===== src/rtl/sprite_read_arbiter_if.sv =====
// -----------------------------------------------------------------------------
// sprite_read_arbiter_if
// Bundles the signals between the sprite address generators and the frame RAM
// on one side, and the sprite read arbiter on the other.
//
// Signals:
//   req              per-requester read request, held until granted
//   req_addr         packed read addresses, requester i at [i*ADDR_W +: ADDR_W]
//   req_lock         per-requester burst-lock request
//   gnt              one-hot grant (combinational)
//   rd_valid         one-hot read-data valid, one cycle after gnt
//   rd_data          palette data for the rd_valid requester
//   ram_read_address address presented to the frame RAM read port
//   ram_data         registered read data coming back from the frame RAM
//
// Modports:
//   master  environment side (requesters plus the RAM data return)
//   slave   the arbiter
// -----------------------------------------------------------------------------
interface sprite_read_arbiter_if #(
  parameter int NUM_REQ = 4,
  parameter int ADDR_W  = 19,
  parameter int DATA_W  = 5
);
  logic [NUM_REQ-1:0]        req;
  logic [NUM_REQ*ADDR_W-1:0] req_addr;
  logic [NUM_REQ-1:0]        req_lock;
  logic [NUM_REQ-1:0]        gnt;
  logic [NUM_REQ-1:0]        rd_valid;
  logic [DATA_W-1:0]         rd_data;
  logic [ADDR_W-1:0]         ram_read_address;
  logic [DATA_W-1:0]         ram_data;

  modport master (
    output req, req_addr, req_lock, ram_data,
    input  gnt, rd_valid, rd_data, ram_read_address
  );

  modport slave (
    input  req, req_addr, req_lock, ram_data,
    output gnt, rd_valid, rd_data, ram_read_address
  );
endinterface


===== src/rtl/sprite_read_arbiter.sv =====
// -----------------------------------------------------------------------------
// sprite_read_arbiter
// Shares the single read port of the sprite frame RAM between NUM_REQ sprite
// draw requesters. One round-robin grant per cycle; the granted address goes
// straight to the RAM and the RAM's registered output is tagged back to the
// winner one cycle later via rd_valid.
//
// Ports:
//   Clk    system clock, all state on posedge
//   Reset  synchronous, active-high reset
//   bus    sprite_read_arbiter_if.slave (req, req_addr, req_lock, gnt,
//          rd_valid, rd_data, ram_read_address, ram_data)
//
// Optional feature (compile-time macro SPRITE_ARB_LOCK_EN):
//   A two-state IDLE/LOCKED FSM lets a winner that raises req_lock keep the
//   port for up to MAX_BURST consecutive grants. Without the macro req_lock is
//   ignored and arbitration is pure round-robin.
// -----------------------------------------------------------------------------
module sprite_read_arbiter #(
  parameter int NUM_REQ   = 4,
  parameter int ADDR_W    = 19,
  parameter int DATA_W    = 5,
  parameter int MAX_BURST = 4
) (
  input logic                  Clk,
  input logic                  Reset,
  sprite_read_arbiter_if.slave bus
);

  localparam int PTR_W = (NUM_REQ > 1) ? $clog2(NUM_REQ) : 1;

  logic [PTR_W-1:0]   rr_ptr_r;
  logic [PTR_W-1:0]   rr_ptr_nxt_s;
  logic [NUM_REQ-1:0] rd_valid_r;
  logic [NUM_REQ-1:0] gnt_s;
  logic [ADDR_W-1:0]  last_addr_r;
  logic [ADDR_W-1:0]  addr_s;
  logic               rr_found_s;
  logic [PTR_W-1:0]   rr_idx_s;
  logic [PTR_W:0]     cand_s;

  // Pointer advance with wrap from NUM_REQ-1 back to 0.
  function automatic logic [PTR_W-1:0] ptr_inc(input logic [PTR_W-1:0] p);
    if (p == PTR_W'(NUM_REQ - 1)) begin
      return '0;
    end else begin
      return p + PTR_W'(1);
    end
  endfunction

  // Round-robin scan: first asserted request at or after rr_ptr, modulo NUM_REQ.
  always_comb begin
    rr_found_s = 1'b0;
    rr_idx_s   = '0;
    cand_s     = '0;
    for (int k = 0; k < NUM_REQ; k++) begin
      cand_s = {1'b0, rr_ptr_r} + (PTR_W+1)'(k);
      if (cand_s >= (PTR_W+1)'(NUM_REQ)) begin
        cand_s = cand_s - (PTR_W+1)'(NUM_REQ);
      end else begin
        cand_s = cand_s;
      end
      if (!rr_found_s && bus.req[cand_s[PTR_W-1:0]]) begin
        rr_found_s = 1'b1;
        rr_idx_s   = cand_s[PTR_W-1:0];
      end else begin
        rr_found_s = rr_found_s;
      end
    end
  end

`ifdef SPRITE_ARB_LOCK_EN
  localparam int CNT_W = $clog2(MAX_BURST + 1);

  typedef enum logic {
    ST_IDLE   = 1'b0,
    ST_LOCKED = 1'b1
  } lock_state_e;

  lock_state_e      state_r;
  lock_state_e      state_nxt_s;
  logic [PTR_W-1:0] owner_r;
  logic [PTR_W-1:0] owner_nxt_s;
  logic [CNT_W-1:0] burst_cnt_r;
  logic [CNT_W-1:0] burst_cnt_nxt_s;
  logic [CNT_W-1:0] burst_inc_s;

  // Grant, address steering and lock FSM next state.
  always_comb begin
    gnt_s           = '0;
    addr_s          = last_addr_r;
    rr_ptr_nxt_s    = rr_ptr_r;
    state_nxt_s     = state_r;
    owner_nxt_s     = owner_r;
    burst_cnt_nxt_s = burst_cnt_r;
    burst_inc_s     = burst_cnt_r + CNT_W'(1);
    if (Reset) begin
      addr_s          = '0;
      state_nxt_s     = ST_IDLE;
      burst_cnt_nxt_s = '0;
    end else begin
      case (state_r)
        ST_IDLE: begin
          if (rr_found_s) begin
            gnt_s[rr_idx_s] = 1'b1;
            addr_s          = bus.req_addr[rr_idx_s*ADDR_W +: ADDR_W];
            rr_ptr_nxt_s    = ptr_inc(rr_idx_s);
            // A one-grant burst is already complete, so only lock if room remains.
            if (bus.req_lock[rr_idx_s] && (MAX_BURST > 1)) begin
              state_nxt_s     = ST_LOCKED;
              owner_nxt_s     = rr_idx_s;
              burst_cnt_nxt_s = CNT_W'(1);
            end else begin
              state_nxt_s = ST_IDLE;
            end
          end else begin
            state_nxt_s = ST_IDLE;
          end
        end
        ST_LOCKED: begin
          if (bus.req[owner_r] && (burst_cnt_r < CNT_W'(MAX_BURST))) begin
            gnt_s[owner_r]  = 1'b1;
            addr_s          = bus.req_addr[owner_r*ADDR_W +: ADDR_W];
            burst_cnt_nxt_s = burst_inc_s;
            // Lock released or burst exhausted: this grant is the last one.
            if (!bus.req_lock[owner_r] || (burst_inc_s >= CNT_W'(MAX_BURST))) begin
              state_nxt_s     = ST_IDLE;
              burst_cnt_nxt_s = '0;
              rr_ptr_nxt_s    = ptr_inc(owner_r);
            end else begin
              state_nxt_s = ST_LOCKED;
            end
          end else begin
            // Owner dropped its request: no grant this cycle, unlock.
            state_nxt_s     = ST_IDLE;
            burst_cnt_nxt_s = '0;
            rr_ptr_nxt_s    = ptr_inc(owner_r);
          end
        end
        default: begin
          state_nxt_s     = ST_IDLE;
          burst_cnt_nxt_s = '0;
        end
      endcase
    end
  end

  // Lock FSM state registers.
  always_ff @(posedge Clk) begin
    if (Reset) begin
      state_r     <= ST_IDLE;
      owner_r     <= '0;
      burst_cnt_r <= '0;
    end else begin
      state_r     <= state_nxt_s;
      owner_r     <= owner_nxt_s;
      burst_cnt_r <= burst_cnt_nxt_s;
    end
  end
`else
  // Grant and address steering, pure round-robin.
  always_comb begin
    gnt_s        = '0;
    addr_s       = last_addr_r;
    rr_ptr_nxt_s = rr_ptr_r;
    if (Reset) begin
      addr_s = '0;
    end else if (rr_found_s) begin
      gnt_s[rr_idx_s] = 1'b1;
      addr_s          = bus.req_addr[rr_idx_s*ADDR_W +: ADDR_W];
      rr_ptr_nxt_s    = ptr_inc(rr_idx_s);
    end else begin
      addr_s = last_addr_r;
    end
  end
`endif

  // Pointer, last-address hold register and one-cycle data-return tag.
  always_ff @(posedge Clk) begin
    if (Reset) begin
      rr_ptr_r    <= '0;
      rd_valid_r  <= '0;
      last_addr_r <= '0;
    end else begin
      rr_ptr_r    <= rr_ptr_nxt_s;
      rd_valid_r  <= gnt_s;
      last_addr_r <= addr_s;
    end
  end

  assign bus.gnt              = gnt_s;
  assign bus.ram_read_address = addr_s;
  // A read launched just before Reset rises is discarded immediately, not one cycle later.
  assign bus.rd_valid         = Reset ? '0 : rd_valid_r;
  // The RAM output register is the pipeline stage; no extra flop here.
  assign bus.rd_data          = bus.ram_data;

endmodule


===== src/flat_wrapper.sv =====
// flat-port wrapper written by rule: the top's interface ports become plain ports
module sprite_read_arbiter_flat 
#(
  parameter int NUM_REQ   = 4,
  parameter int ADDR_W    = 19,
  parameter int DATA_W    = 5,
  parameter int MAX_BURST = 4
)
  (Clk, Reset, bus_req, bus_req_addr, bus_req_lock, bus_ram_data, bus_gnt, bus_rd_valid, bus_rd_data, bus_ram_read_address);
  sprite_read_arbiter_if #(.NUM_REQ(NUM_REQ), .ADDR_W(ADDR_W), .DATA_W(DATA_W)) bus_i ();
  input logic Clk;
  input logic Reset;
  input wire logic [$bits(bus_i.req)-1:0] bus_req;
  input wire logic [$bits(bus_i.req_addr)-1:0] bus_req_addr;
  input wire logic [$bits(bus_i.req_lock)-1:0] bus_req_lock;
  input wire logic [$bits(bus_i.ram_data)-1:0] bus_ram_data;
  output wire logic [$bits(bus_i.gnt)-1:0] bus_gnt;
  output wire logic [$bits(bus_i.rd_valid)-1:0] bus_rd_valid;
  output wire logic [$bits(bus_i.rd_data)-1:0] bus_rd_data;
  output wire logic [$bits(bus_i.ram_read_address)-1:0] bus_ram_read_address;
  assign bus_i.req = bus_req;
  assign bus_i.req_addr = bus_req_addr;
  assign bus_i.req_lock = bus_req_lock;
  assign bus_i.ram_data = bus_ram_data;
  assign bus_gnt = bus_i.gnt;
  assign bus_rd_valid = bus_i.rd_valid;
  assign bus_rd_data = bus_i.rd_data;
  assign bus_ram_read_address = bus_i.ram_read_address;
  sprite_read_arbiter #(.NUM_REQ(NUM_REQ), .ADDR_W(ADDR_W), .DATA_W(DATA_W), .MAX_BURST(MAX_BURST)) u_core (.Clk(Clk), .Reset(Reset), .bus(bus_i));
endmodule

===== config.mk =====
export PLATFORM = sky130hd
export DESIGN_NAME = sprite_read_arbiter_flat
export DESIGN_NICKNAME = d
export VERILOG_FILES = /design/src/rtl/sprite_read_arbiter_if.sv /design/src/rtl/sprite_read_arbiter.sv /design/src/flat_wrapper.sv
export SDC_FILE = /design/constraint.sdc
export NUM_CORES = 1
export LEC_CHECK = 0
export CORE_ASPECT_RATIO = 0.7
export CORE_UTILIZATION = 36
export DETAILED_ROUTE_END_ITERATION = 10
export PLACE_DENSITY = 0.88
export SYNTH_ARGS = -nofsm -noshare
export SYNTH_HDL_FRONTEND = slang
export SYNTH_SLANG_ARGS = --single-unit

===== constraint.sdc =====
create_clock -name Clk -period 2.12 [get_ports Clk]
set_input_delay 0.212 -clock Clk [delete_from_list [all_inputs] [get_ports Clk]]
set_output_delay 0.212 -clock Clk [all_outputs]
set_load 0.01 [all_outputs]

==> qor.log, run 1 <==
[setup_path] critical path data arrival time 1.93 ns
[grt] number of global-route vias before repair 2138
[drt] Wirelength per Cell 16.61 um
[drt] iteration-0 DRC count of the detailed router 86
[finish] Layout Area Growth over Synthesis 93.85%
[floorplan] initial core utilization 0.3789
[grt] residual overflow from global routing 0
[floorplan] standard-cell rows 21
[grt] antenna violations before repair 0
[finish] most used cells in the layout excluding fill and tap cells 81 x sky130_fd_sc_hd__clkdlybuf4s50_1, 38 x sky130_fd_sc_hd__o211ai_1, 30 x sky130_fd_sc_hd__buf_4, 23 x sky130_fd_sc_hd__dfxtp_1, 22 x sky130_fd_sc_hd__nand2_1
[grt] overall fraction of global-route tracks in use 0.2358
[synthesis] total number of yosys warnings 0
[clock_network] total CTS buffers 3
[floorplan] Std-Cell Core Area 4835 um^2
[synthesis] Synth cell types 27
[drt] DR vias/cell 5.393
[power] Cell Pwr Density 622.6 nW/um^2
[status] status finished with violations
[timing] number of max-slew violations in the final report 0
[timing] unrepaired setup endpoints after global routing true
[drt] total wirelength of the detailed-routed design 7009 um
[timing] minimum period implied by the final worst setup slack 2.140 ns
[clock_network] maximum count of clock buffers along a single path 2
[finish] final net count 449
[drt] via count 2276
[power] sum of internal, switching and leakage power 2211 uW
[timing] slack of the critical path -0.01983 ns
[grt] maximum number of pins on one net before global-route repair 38
[synthesis] post-synthesis instance total 221
[timing] post-route worst hold slack 0.4240 ns
[clock_network] depth of the CTS H-tree 1
[power] maximum VDD drop 0.4167 mV
[floorplan] Vert. Die Dim 61.68 um
[grt] global-route wire length before repair 9770 um
[setup_path] crit start category input port
[timing] crit share post-route 1.009
[timing] number of setup violations in the final report 10
[setup_path] classification of the worst setup path input port to output port
[finish] fraction of layout instances using a drive strength above 1 0.3513
[status] violated checks negative setup slack
[power] Leak 0.001420 uW
[drt] number of remaining DRC errors 0
[timing] Setup TNS Final -0.1152 ns
[clock_network] Clock Latency Late Sink 0.27 ns
[timing] hold violation count in the final report 0
[setup_path] peak fanout along the critical path 6
[floorplan] DIE WIDTH 87.26 um
[setup_path] required arrival time at the worst endpoint 1.91 ns
[job] max-cap violation count 0
[synthesis] share of the yosys chip area belonging to registers 0.2732
[timing] achievable frequency 467.3 MHz
[clock_network] Root Buffer sky130_fd_sc_hd__clkbuf_8
[finish] most common library cell in the layout ignoring fill and taps sky130_fd_sc_hd__clkdlybuf4s50_1
[place] IO buf count 108
[timing] Worst-Margin Slew 0.2988 ns
[clock_network] TritonCTS sink count 25
[min_path] worst min path class input port to output port
[floorplan] top-level port count 123
[floorplan] area of the die 5382 um^2
[synthesis] flip-flop and latch count after synthesis 25
[place] Routability Congestion 0.8027
[clock_network] TritonCTS clock tree done
[setup_path] Crit. End Element output port
[timing] Max transition margin 0.8004
[synthesis] combined area of all synthesized cells 1832 um^2
[synthesis] syn_nets 316
[drt] TritonRoute pass-1 iters 4
[finish] diode insertion count for antenna repair 0
[synthesis] average cell area after synthesis 8.288 um^2
[place] Detail Placement HPWL 4311 um
[timing] worst clock skew on the final layout 0.004055 ns
[drt] antenna-violating nets left 0
## logic make-up (layout without fill, tap and decap cells)
logic type / after synthesis / count (layout) / synth area share
compound gates: 82 / 82 / 0.3122
simple gates: 67 / 67 / 0.1974
flops: 25 / 25 / 0.2732
buf+inv: 24 / 156 / 0.08606
mux: 19 / 19 / 0.1038
fa+ha+maj: 4 / 4 / 0.02732
## sequential cells by signal, summed over array words and instances, names as in the netlist
signal	count
u_core.rr_ptr_r	2
u_core.rd_valid_r	4
u_core.last_addr_r	19
## cells in the mapped netlist
cell                       instances  area share
sky130_fd_sc_hd__o211ai_1         38        0.16
sky130_fd_sc_hd__dfxtp_1          25        0.27
sky130_fd_sc_hd__nand2_1          23       0.047
sky130_fd_sc_hd__and3_1           20       0.068
sky130_fd_sc_hd__a21boi_0         19       0.078
sky130_fd_sc_hd__mux2i_1          19        0.10
sky130_fd_sc_hd__o21ai_1          16       0.044
sky130_fd_sc_hd__and2_1            8       0.027
sky130_fd_sc_hd__buf_4             7       0.029
sky130_fd_sc_hd__clkbuf_1          7       0.014
sky130_fd_sc_hd__nor2b_1           7       0.024
sky130_fd_sc_hd__buf_6             5       0.031
sky130_fd_sc_hd__ha_1              4       0.027
sky130_fd_sc_hd__o21ai_0           4       0.011
sky130_fd_sc_hd__buf_2             3      0.0082
sky130_fd_sc_hd__inv_1             2      0.0041
sky130_fd_sc_hd__nor2_1            2      0.0041
sky130_fd_sc_hd__nor3_1            2      0.0055
sky130_fd_sc_hd__o21bai_1          2      0.0082
sky130_fd_sc_hd__a211o_1           1      0.0048
sky130_fd_sc_hd__a21oi_1           1      0.0027
sky130_fd_sc_hd__a311oi_2          1      0.0082
sky130_fd_sc_hd__nand2_2           1      0.0034
sky130_fd_sc_hd__nor2_4            1      0.0061
sky130_fd_sc_hd__nor2b_2           1      0.0048
sky130_fd_sc_hd__or2_1             1      0.0034
sky130_fd_sc_hd__or3_1             1      0.0034
## power by group
| group | switching [uW] | total (uW) | internal, uW | leakage (uW) |
|---|---|---|---|---|
| clock | 160 | 291 | 132 | 0.0000255 |
| combinational | 603 | 1320 | 721 | 0.00119 |
| sequential | 30.2 | 596 | 566 | 0.000208 |
## stage by stage
step	utilization	cell area, um^2	instances	setup slack [ns]
floorplan	-	1832	221	0.4000
global placement	0.6382	3085	402	-0.4752
detailed placement	0.6382	3085	402	-0.5308
CTS	0.6905	3338	418	-0.001695
global route	0.7345	3551	422	-0.1443
finish	0.7345	3551	422	-0.01983
## cell type report
| class | instances | area [um^2] |
|---|---|---|
| Multi-Input combinational cell | 172 | 1540 |
| Timing Repair Buffer | 150 | 1365 |
| Fill cell | 377 | 1284 |
| Sequential cell | 25 | 505.5 |
| Tap cell | 69 | 86.33 |
| Clock buffer | 3 | 41.29 |
| Inverter | 2 | 7.507 |
| Clock inverter | 1 | 5.005 |
## worst max-delay path, cell delays in order
cell,delay [ns]
sky130_fd_sc_hd__dlygate4sd2_1,0.32
sky130_fd_sc_hd__nor2b_1,0.24
sky130_fd_sc_hd__o21ai_2,0.12
sky130_fd_sc_hd__a311oi_2,0.34
sky130_fd_sc_hd__buf_4,0.23
sky130_fd_sc_hd__buf_4,0.15
sky130_fd_sc_hd__o21ai_4,0.06
sky130_fd_sc_hd__o211ai_1,0.10
sky130_fd_sc_hd__buf_2,0.16
## per-layer routing
metal,track usage,up-vias,wire length (um)
met3,0.06702,15,427
met5,0,-,0
met1,0.2672,1104,2831
met4,0.06323,0,161
met2,0.4442,82,3588
li1,-,1075,-
## worst paths after layout
kind / from / endpoint / slack, ns / cells after the start
hold / removal: bus_ram_data[0] / bus_rd_data[0] / 0.42 / 0
setup / recovery: bus_req[0] / bus_ram_read_address[12] / -0.02 / 9
hold reg to reg: u_core.last_addr_r[16] / u_core.last_addr_r[16] / 0.48 / 2
setup reg to reg: u_core.rr_ptr_r[1] / u_core.last_addr_r[1] / 0.31 / 8
## timing repair
| action | in CTS | in global routing |
|---|---|---|
| pin swaps | 15 | 21 |
| gates cloned | 1 | 0 |
| resized for setup | 153 | 46 |
| buffers inserted | 11 | 7 |
| hold buffers | 0 | 0 |
| setup endpoints to repair | 23 | 23 |
Note: power is estimated with default switching activity, not from simulation.
==> run 2: changes to the inputs <==
- CELL_PAD_IN_SITES_DETAIL_PLACEMENT: default -> 0
- CELL_PAD_IN_SITES_GLOBAL_PLACEMENT: default -> 1
- CORE_UTILIZATION: 36 -> 24
- PLACE_DENSITY: 0.88 -> 0.87
==> run 2 against run 1 <==
Net effect: the flow still finishes with violations (negative setup slack); combinational power decreased by 6%; worst setup slack better by 0.014 ns; highest routed layer unchanged; largest power group unchanged; flip-flop and latch count is the same; critical path depth decreased by 1.
==> qor.log, run 2 (synthesis results as in run 1) <==
[place] DP Worst Slack -0.5284 ns
[timing] Worst-Margin Slew 0.2768 ns
[setup_path] Reg2Reg Setup Slack 0.44 ns
[drt] met2 WL 3208 um
[timing] minimum period implied by the final worst setup slack 2.126 ns
[finish] fraction of layout instances using a drive strength above 1 0.3153
[floorplan] initial core utilization 0.2491
[grt] antenna violations before repair 0
[finish] Biggest register u_core.last_addr_r
[power] fraction of power consumed by combinational cells 0.579
[status] status finished with violations
[place] IO buf count 108
[timing] slack of the critical path -0.005946 ns
[clock_network] TritonCTS sink count 25
[setup_path] beginning of the worst register-to-register path u_core.rr_ptr_r[1]
[finish] fill count 741
[drt] Post-Route M1 WL 3080 um
[clock_network] number of buffers inserted by hold repair at cts 0
[clock_network] TritonCTS clock tree done
[grt] residual overflow from global routing 0
[power] Leak 0.001451 uW
[power] Internal Power 1385 uW
[drt] DR vias/cell 4.800
[drt] total wirelength of the detailed-routed design 6631 um
[setup_path] peak fanout along the critical path 6
[drt] number of remaining DRC errors 0
[clock_network] Root Buffer sky130_fd_sc_hd__clkbuf_8
[power] net switching fraction of the power 0.3510
[finish] final instance count without filler cells 450
[timing] achievable frequency 470.4 MHz
[setup_path] classification of the worst setup path register to output port
[power] Cell Pwr Density 606.1 nW/um^2
[drt] antenna-violating nets left 0
[timing] unrepaired setup endpoints after global routing true
[drt] top routing layer used met4
[grt] number of global-route vias before repair 2079
[finish] Top Registers u_core.last_addr_r: 19 flops, u_core.rd_valid_r: 4 flops, u_core.rr_ptr_r: 2 flops
[place] Routability Congestion 0.8602
[finish] number of flip-flops in the largest register 19
[timing] crit share post-route 1.003
[grt] overall fraction of global-route tracks in use 0.1602
[finish] most used cells in the layout excluding fill and tap cells 81 x sky130_fd_sc_hd__clkdlybuf4s50_1, 38 x sky130_fd_sc_hd__o211ai_1, 26 x sky130_fd_sc_hd__buf_4, 23 x sky130_fd_sc_hd__dfxtp_1, 22 x sky130_fd_sc_hd__nand2_1
[job] max-cap violation count 0
[timing] hold violation count in the final report 0
[floorplan] area of the die 7992 um^2
[timing] number of max-slew violations in the final report 0
[clock_network] total CTS buffers 3
[finish] most common library cell in the layout ignoring fill and taps sky130_fd_sc_hd__clkdlybuf4s50_1
[power] relative contribution of the clock network to total power 0.139
[power] maximum VDD drop 0.3397 mV
[place] Detail Placement HPWL 4721 um
[setup_path] required arrival time at the worst endpoint 1.91 ns
[clock_network] depth of the CTS H-tree 1
[drt] TritonRoute pass-1 iters 4
[floorplan] Std-Cell Core Area 7352 um^2
[floorplan] Vert. Die Dim 75.10 um
[clock_network] clock input transition at the sequential cells of the worst setup and hold paths 0.10 ns
[drt] Wirelength per Cell 14.74 um
[floorplan] standard-cell rows 26
[setup_path] critical path data arrival time 1.91 ns
[timing] number of setup violations in the final report 1
[setup_path] critical path endpoint bus_ram_read_address[17]
[setup_path] worst reg2reg path depth 8
[place] number of instances in the placed design 432
[clock_network] Clock Latency Late Sink 0.27 ns
[drt] iteration-0 DRC count of the detailed router 43
[status] violated checks negative setup slack
[finish] diode insertion count for antenna repair 0
[drt] via count 2160
[setup_path] crit start category register
[clock_network] maximum count of clock buffers along a single path 2
[setup_path] Crit Reg-Reg Endpoint u_core.last_addr_r[15]
[floorplan] top-level port count 123
[power] sequential group share of total power 0.282
[finish] Layout Area Growth over Synthesis 92.21%
[floorplan] DIE WIDTH 106.4 um
[drt] Routed met3 length 333 um
[grt] maximum number of pins on one net before global-route repair 39
[setup_path] Crit. End Element output port
[grt] global-route wire length before repair 9963 um
[finish] final net count 448
[timing] Max transition margin 0.8149
[min_path] worst min path class input port to output port
[timing] worst clock skew on the final layout 0.004963 ns
[power] switching power of the nets 749.1 uW
[setup_path] Setup crit start u_core.rr_ptr_r[1]
## run 2: cell count changes in the layout (fill, tap and decap cells not counted), moves of 2 or more
cell	previous run	this run
sky130_fd_sc_hd__and3_1	16	19
sky130_fd_sc_hd__mux2i_1	0	8
sky130_fd_sc_hd__a21boi_1	13	16
sky130_fd_sc_hd__a21boi_0	5	3
sky130_fd_sc_hd__buf_4	30	26
sky130_fd_sc_hd__clkbuf_2	2	0
sky130_fd_sc_hd__mux2i_2	4	7
sky130_fd_sc_hd__mux2i_4	15	4
sky130_fd_sc_hd__and3_4	4	1
sky130_fd_sc_hd__buf_6	8	6
sky130_fd_sc_hd__buf_12	3	7
sky130_fd_sc_hd__o21ai_2	17	19
## run 2: critical path: stages, from the launching register on
cell and delay, ns:
sky130_fd_sc_hd__dfxtp_4 0.39, sky130_fd_sc_hd__nand2_2 0.06, sky130_fd_sc_hd__a211o_4 0.36, sky130_fd_sc_hd__nand2_8 0.09
sky130_fd_sc_hd__buf_12 0.11, sky130_fd_sc_hd__buf_16 0.13, sky130_fd_sc_hd__mux2i_2 0.24, sky130_fd_sc_hd__o211ai_1 0.10
sky130_fd_sc_hd__buf_2 0.15
## run 2: timing repair
action / CTS / global route
buffers inserted: 11 / 2
setup endpoints to repair: 23 / 23
pin swaps: 27 / 1
gates resized for setup: 153 / 23
cloned: 2 / 0
## run 2: power by group through the flow
stage / Combinational (uW) / Sequential [uW] / Clock, uW
after floorplan: 539 / 595 / 0
after global placement: 1010 / 601 / 0
after detailed placement: 1030 / 605 / 0
after CTS: 1180 / 599 / 316
after global routing: 1340 / 610 / 330
final: 1240 / 602 / 296
## run 2: cell type report
type                    instances  area [um^2]  area share
clock buffers                   3        41.29     0.01173
clock inverters                 1        5.005    0.001421
inverters                       2        7.507    0.002132
multi-input cells             172         1414      0.4016
flip-flops and latches         25        508.0      0.1443
well taps                      98        122.6     0.03483
repair buffers                149         1423      0.4040
## run 2: per-stage QoR
| stage | area [um^2] | hold slack, ns | util | total power, uW | setup TNS (ns) |
|---|---|---|---|---|---|
| floorplan | 1832 | 0.4222 | - | 1134 | 0 |
| global placement | 3167 | 0.4241 | 0.4307 | 1615 | -10.00 |
| detailed placement | 3167 | 0.4241 | 0.4307 | 1638 | -11.14 |
| CTS | 3436 | 0.4241 | 0.4673 | 2098 | -0.007360 |
| global route | 3521 | 0.4240 | 0.4789 | 2275 | -1.191 |
| finish | 3521 | 0.4240 | 0.4789 | 2134 | -0.005946 |
## run 2: worst min-delay path by stage
stage                    start            endpoint  slack [ns]  cells past startpoint
2_1_floorplan       bus_req[0]  u_core.rr_ptr_r[1]        0.42                      3
3_3_place_gp   bus_ram_data[1]      bus_rd_data[1]        0.42                      0
3_5_place_dp   bus_ram_data[1]      bus_rd_data[1]        0.42                      0
4_1_cts        bus_ram_data[1]      bus_rd_data[1]        0.42                      0
5_1_grt        bus_ram_data[0]      bus_rd_data[0]        0.42                      0
6_report       bus_ram_data[0]      bus_rd_data[0]        0.42                      0
## run 2: per-layer routing
| metal | vias up | global-route usage |
|---|---|---|
| li1 | 1074 | - |
| met4 | 0 | 0.01522 |
| met1 | 1035 | 0.2055 |
| met5 | - | 0 |
| met3 | 2 | 0.04069 |
| met2 | 49 | 0.2850 |
